[src/rtl/uart_rx_core.sv]
// uart_rx_core
// Receive engine for an 8N1 UART. The line is oversampled 16x through the
// ce_16 enable. Each character is deframed into a byte that is presented with
// a one-clock valid strobe. A stop bit sampled low raises a one-clock
// framing-error strobe instead.
//
// Sample points, counted in ticks after the tick that first sees the line low:
//   start bit qualified at +8, data bit k at +8 + 16*(k+1), stop bit at +152.
// The receiver returns to IDLE at the middle of the stop bit, so a start bit
// that directly follows the stop bit is still caught.

module uart_rx_core (
    input  logic       clock,
    input  logic       reset,
    input  logic       ce_16,
    input  logic       ser_in,
    output logic [7:0] rx_data,
    output logic       new_rx_data,
    output logic       frame_err,
    output logic       rx_busy
);

    // BREAK waits for the line to go high again after a bad stop bit, so a
    // line held low is not decoded as a stream of 0x00 characters.
    typedef enum logic [2:0] {
        IDLE,
        START,
        DATA,
        STOP,
        BREAK
    } state_t;

    // Two-flop synchronizer on the asynchronous serial line.
    logic       sync_q1;
    logic       in_sync;

    // Current state of the receiver.
    state_t     state;
    logic [3:0] cnt16;     // ticks elapsed inside the current bit
    logic [2:0] bit_cnt;   // index of the next data bit to be sampled
    logic [7:0] shreg;     // data bits collected so far, LSB arrives first

    // Next-state values produced by the combinational block.
    state_t     state_nx;
    logic [3:0] cnt16_nx;
    logic [2:0] bit_cnt_nx;
    logic [7:0] shreg_nx;
    logic [7:0] rx_data_nx;
    logic       new_nx;
    logic       ferr_nx;

    // Bring ser_in into the clock domain; both stages idle high so that
    // reset never looks like a start bit.
    always_ff @(posedge clock) begin
        // NOTE: non-blocking assignments let in_sync take the old sync_q1,
        // giving two real flop stages; blocking here would collapse them.
        if (reset) begin
            sync_q1 <= 1'b1;
            in_sync <= 1'b1;
        end else begin
            sync_q1 <= ser_in;
            in_sync <= sync_q1;
        end
    end

    // Next-state and datapath decisions; nothing moves except on a tick.
    always_comb begin
        // NOTE: every output of this block gets a default first, so no
        // path through the case statement can leave one unassigned and
        // infer a latch.
        state_nx   = state;
        cnt16_nx   = cnt16;
        bit_cnt_nx = bit_cnt;
        shreg_nx   = shreg;
        rx_data_nx = rx_data;
        new_nx     = 1'b0;
        ferr_nx    = 1'b0;

        if (ce_16) begin
            case (state)
                IDLE: begin
                    if (!in_sync) begin
                        state_nx = START;
                        cnt16_nx = 4'd0;
                    end
                end

                START: begin
                    if (cnt16 != 4'd7) begin
                        cnt16_nx = cnt16 + 4'd1;
                    end else if (!in_sync) begin
                        // Still low at mid start bit: a real character.
                        state_nx   = DATA;
                        cnt16_nx   = 4'd0;
                        bit_cnt_nx = 3'd0;
                    end else begin
                        // Glitch shorter than half a bit: ignore it.
                        state_nx = IDLE;
                    end
                end

                DATA: begin
                    if (cnt16 != 4'd15) begin
                        cnt16_nx = cnt16 + 4'd1;
                    end else begin
                        shreg_nx   = {in_sync, shreg[7:1]};
                        cnt16_nx   = 4'd0;
                        bit_cnt_nx = bit_cnt + 3'd1;
                        if (bit_cnt == 3'd7) begin
                            state_nx = STOP;
                        end
                    end
                end

                STOP: begin
                    if (cnt16 != 4'd15) begin
                        cnt16_nx = cnt16 + 4'd1;
                    end else if (in_sync) begin
                        rx_data_nx = shreg;
                        new_nx     = 1'b1;
                        state_nx   = IDLE;
                    end else begin
                        // Bad stop bit: keep the previous good byte.
                        ferr_nx  = 1'b1;
                        state_nx = BREAK;
                    end
                end

                BREAK: begin
                    if (in_sync) begin
                        state_nx = IDLE;
                    end
                end

                default: begin
                    state_nx = IDLE;
                end
            endcase
        end
    end

    // Receiver state, output byte and registered strobes.
    always_ff @(posedge clock) begin
        if (reset) begin
            state       <= IDLE;
            cnt16       <= 4'd0;
            bit_cnt     <= 3'd0;
            shreg       <= 8'h00;
            rx_data     <= 8'h00;
            new_rx_data <= 1'b0;
            frame_err   <= 1'b0;
            rx_busy     <= 1'b0;
        end else begin
            state       <= state_nx;
            cnt16       <= cnt16_nx;
            bit_cnt     <= bit_cnt_nx;
            shreg       <= shreg_nx;
            rx_data     <= rx_data_nx;
            // Strobes are only set on the sampling tick, so they clear on the
            // very next clock and last exactly one cycle.
            new_rx_data <= new_nx;
            frame_err   <= ferr_nx;
            rx_busy     <= (state_nx != IDLE);
        end
    end

endmodule

[config.mk]
export PLATFORM = sky130hd
export DESIGN_NAME = uart_rx_core
export DESIGN_NICKNAME = d
export VERILOG_FILES = /design/src/rtl/uart_rx_core.sv
export SDC_FILE = /design/constraint.sdc
export NUM_CORES = 1
export LEC_CHECK = 0
export CORE_MARGIN = 3
export CORE_UTILIZATION = 35
export CTS_BUF_LIST = sky130_fd_sc_hd__clkbuf_16
export CTS_CLUSTER_SIZE = 16
export DETAILED_ROUTE_END_ITERATION = 8
export SLEW_MARGIN = 10
export SYNTH_ARGS = -nofsm -noshare
export SYNTH_HDL_FRONTEND = slang
export SYNTH_SLANG_ARGS = --single-unit
[constraint.sdc]
create_clock -name clock -period 1.5 [get_ports clock]
set_input_delay 0.3 -clock clock [delete_from_list [all_inputs] [get_ports clock]]
set_output_delay 0.3 -clock clock [all_outputs]
set_load 0.01 [all_outputs]
* After elaboration in Yosys (flattened, before gate mapping)
Cells that the tools add are included.
** Cells by class
- Muxes and demuxes :: 21
- Equal/unequal tests :: 11
- Reduce and logical (&&, ||, !) cells :: 9
- Bitwise operators :: 3
- Add/subtract/negate cells :: 2
** Operator list (number)
- 3-bit two-way mux :: 11
- 4-bit two-way mux :: 4
- 4-bit one-hot mux with 4 select lines :: 1
- 3-bit one-hot mux with 5 select lines :: 1
- 2-bit inequality test (second input constant) :: 4
- 3-bit by 2-bit equality test with 1-bit output (second input constant) :: 2
- 3-bit equality test (second input constant) :: 2
- 3-bit one-hot mux with 2 select lines :: 1
- 3-bit AND reduction :: 2
- 5-bit AND reduction :: 1
- 4-bit by 1-bit adder with 4-bit output (second input constant) :: 1
- 4-bit by 3-bit inequality test with 1-bit output (second input constant) :: 1
- 4-bit inequality test (second input constant) :: 1
- 4-bit AND reduction :: 1
- 4-bit nonzero test :: 1
- 4-bit OR reduction :: 1
- 3-bit by 1-bit adder with 3-bit output (second input constant) :: 1
- 3-bit by 1-bit equality test with 1-bit output (second input constant) :: 1
- 3-bit zero test :: 1
- 1-bit inverter :: 3
- 3-bit nonzero test :: 1
- 1-bit two-way mux :: 2
- 2-bit two-way mux :: 1
- 2-bit nonzero test :: 1
** Word-level totals
- Register bits after elaboration :: 31
- Output and inout port bits :: 11
- Input bits :: 4
- Word-level logic and storage cells :: 56

* Logic depth before layout (Yosys ltp)
- Word-level depth :: 6
- Depth in mapped cells :: 6

* Least setup slack after synthesis
OpenSTA, ideal clock, no wires.
- Kind :: register -> register
- Start point :: reg cnt16[0]
- End point :: reg cnt16[3]
- Setup time :: 0.059 ns
- Stages on the path, launching flop included :: 6
- Path buffers :: 0
- Clock period less this slack :: 1.604 ns
- Arrival time :: 1.545 ns
- Path slack :: -0.104 ns
- Cell sequence :: dfxtp_1 > ha_1 > and4_1 > or4b_4 > a21oi_2 > a31o_1
** Between the ends
- Word-level cells in the longest chain between the ends :: 3
** RTL lines
- start, declared :: line 39 : logic [3:0] cnt16;
- start signal, assigned :: line 155 : cnt16 <= cnt16_nx;
- 4-bit by 1-bit adder with 4-bit output (tied with other cells) :: line 90, 104, 117
- 4-bit two-way mux (tied with other cells) :: line 116 : if (cnt16 != 4'd15) begin
- 4-bit one-hot mux with 4 select lines or 3-bit AND reduction (tied branches)
Several ways; a longest one is shown, not always the timed one. The select of a mux whose other input is x is not followed.
A chain may end at the register's enable or synchronous reset.

* Worst setup path in the final report
Ends and elaborated chain as after synthesis.

==> flow_metrics.tcl <==
set metrics [dict create \
    synthSimpleGateAreaFrac 0.243 \
    ys_ff_latch 31 \
    num_vias 1249 \
    syn-instance-count 145 \
    drt_first_pass_iters 4 \
    fin_crit_sh 1.03 \
    diodes 0 \
    muxShareOfSynthArea 0.129 \
    ys_types 45 \
    arrival_ns 1.77 \
    wirelength_um 3270 \
    gp_congestion 0.791 \
    syn_to_final_growth_pct 49.9 \
    die_w_um 69.2 \
    synthArstFlopShare 0 \
    setup_slack_ns -0.0512 \
    clk_latency_ns 0.27 \
    initial_core_util 0.371 \
    crit_path_max_fanout 5 \
    cts_root_buf "clkbuf_16" \
    dpl_cell_area_sq_um 1820 \
    seq_area_frac_synth 0.443 \
    crit_type "reg -> reg" \
    syn_area_sq_um 1400 \
    synth-adder-area-share 0.0268 \
    antenna_found_initial 0 \
    drc 0 \
    slew_headroom 0.794 \
    fin_cells 243 \
    first_iter_violations 35 \
    cp-end-kind "register" \
    period_minus_slack_ns 1.55 \
    slew_violations 0 \
    vias_per_cell 5.14 \
    ir_worst_vdd_v 0.000668 \
    cellPowerDensity_nw_per_um2 876 \
    grt_pass1_wl_um 5580 \
    synth-compound-area-share 0.111 \
    place_ws_ns -0.436 \
    core_area_sq_um 3770 \
    clkSinkCount 31 \
    fin_util 0.556 \
    synthXorXnorAreaFrac 0 \
    power.leakage_nw 0.962 \
    synth_fp_nets 152 \
    nNetsFinal 202 \
    ant_nets 0 \
    p_total_mw 1.84 \
    hold_viol 0 \
    h-tree-depth 2 \
    final.setup.tns_ns -0.152 \
    dp_cells 232 \
    cts_tree "yes" \
    cp.required_ns 1.72 \
    tightest_slew_ns 0.306 \
    hold_ws_ns 0.416 \
    grt_max_degree 22 \
    finalSetupViolCount 8 \
    dieArea_sq_um 4790 \
    dpl.hpwl_um 2240 \
    synth_top_family_by_area "simple AND/OR/NAND/NOR gates" \
    finalClockSkew_ns 0.00711 \
    synth_ff_type "dfxtp_1" \
    fill_cells 313 \
    clockBufferDepth 2 \
    cts.reportedPaths.clkPinSlew_ns 0.05 \
    grtUsageTotal 0.142 \
    grt_overflow 0 \
    port-buffer-count 14 \
    drive_above_1_share 0.379 \
    synth_edf_count 0 \
    avgSynthCellArea_sq_um 9.66 \
    io_pins 15 \
    rows 22 \
    synth_warnings 0 \
    violations "setup timing" \
    die_h_um 69.2 \
    wire_per_inst_um 13.5 \
    cts_buffers 5 \
    critPathLaunchType "register" \
    fmax_ghz 0.645 \
    postLayoutCellArea_sq_um 2100 \
    grt_pass1_vias 1236 \
    outcome "complete, but fails checks" \
    rsz0062_at_grt "true" \
    drv_cap 0 \
    hold_class "reg -> reg" \
]
==> final timing paths <==
kind	start	endpoint	slack, ns	depth (start not counted)
hold / removal	sync_q1	in_sync	0.42	1
setup / recovery	cnt16[0]	cnt16[3]	-0.05	6
setup reg to reg	cnt16[0]	cnt16[3]	-0.05	6
hold reg to reg	sync_q1	in_sync	0.42	1
==> registers in the layout, summed over array words and instances, names as in the netlist <==
signal and cells:
frame_err 1, shreg 8, cnt16 4, rx_data 8, new_rx_data 1, bit_cnt 3, state 3, sync_q1 1
rx_busy 1, in_sync 1
==> timing repair <==
| action | 4_1_cts | 5_1_grt |
|---|---|---|
| setup endpoints to repair | 25 | 24 |
| pin swaps | 5 | 11 |
| cloned | 0 | 1 |
| buffers inserted | 1 | 2 |
| hold buffers | 0 | 0 |
| resized for setup | 18 | 15 |
==> cells by family (layout without fill, tap and decap cells) <==
| group | count (synthesis) | in the layout |
|---|---|---|
| simple gates | 59 | 59 |
| fa+ha+maj | 3 | 3 |
| mux | 18 | 18 |
| flops | 31 | 31 |
| compound gates | 21 | 21 |
| buf+inv | 13 | 63 |
==> final cells by class <==
type / instances / area [sq um] / area share
Multi-Input combinational cell: 101 / 816 / 0.389
Timing Repair Buffer: 52 / 442 / 0.210
Inverter: 4 / 15.0 / 0.00716
Tap cell: 48 / 60.1 / 0.0286
Clock inverter: 2 / 8.76 / 0.00417
Clock buffer: 5 / 125 / 0.0596
Sequential cell: 31 / 632 / 0.301
==> report_power, final <==
group          switching, mW  internal (mW)  leakage, nW  total [mW]
Combinational         0.0464         0.0451        0.642      0.0915
Sequential           0.00500          0.827        0.253       0.832
Clock                  0.322          0.594       0.0671       0.915
Total                  0.373           1.47        0.962        1.84
==> cell usage in the layout (no fill, tap or decap), drive strengths merged, types with 3 or more instances in the layout <==
cell type / netlist / layout
nand2: 5 / 5
ha: 3 / 3
mux2i: 18 / 18
dfxtp: 31 / 31
nand3: 4 / 4
or2: 3 / 3
nor2: 23 / 23
inv: 3 / 3
clkbuf: 0 / 5
o21ai: 5 / 5
a21oi: 4 / 4
clkdlybuf4s50: 0 / 12
buf: 9 / 38
nor3b: 3 / 3
clkinv: 1 / 3
==> cell usage after synthesis (2+ instances only) <==
master | number | area (sq um)
dfxtp_1 | 31 | 621
nor2_1 | 23 | 86.3
mux2i_1 | 18 | 180
buf_2 | 5 | 25.0
nand2_1 | 5 | 18.8
nand3_1 | 4 | 20.0
a21oi_1 | 3 | 15.0
ha_1 | 3 | 37.5
inv_1 | 3 | 11.3
o21ai_0 | 3 | 15.0
or2_2 | 3 | 18.8
a311oi_1 | 2 | 17.5
and4_1 | 2 | 17.5
buf_1 | 2 | 7.51
nand2b_1 | 2 | 12.5
nor2b_1 | 2 | 12.5
nor3b_2 | 2 | 25.0
nor4_1 | 2 | 12.5
nor4bb_1 | 2 | 20.0
o21ai_1 | 2 | 10.0
or3_1 | 2 | 12.5
==> worst max-delay path, cell delays in order, from the launching register on <==
cell and delay [ns]:
dfxtp_2 0.33, ha_4 0.17, buf_6 0.12, nor4bb_1 0.13, or4b_4 0.52, a21oi_2 0.12, a31o_1 0.10
==> layer usage <==
metal	vias to the layer above	GRT usage	wire length, um
met3	2	0.0478	102
met5	-	0	0
met2	16	0.222	1650
met4	0	0.0477	19
li1	624	-	-
met1	607	0.183	1500
No activity file was read; power rests on OpenSTA's default activity.
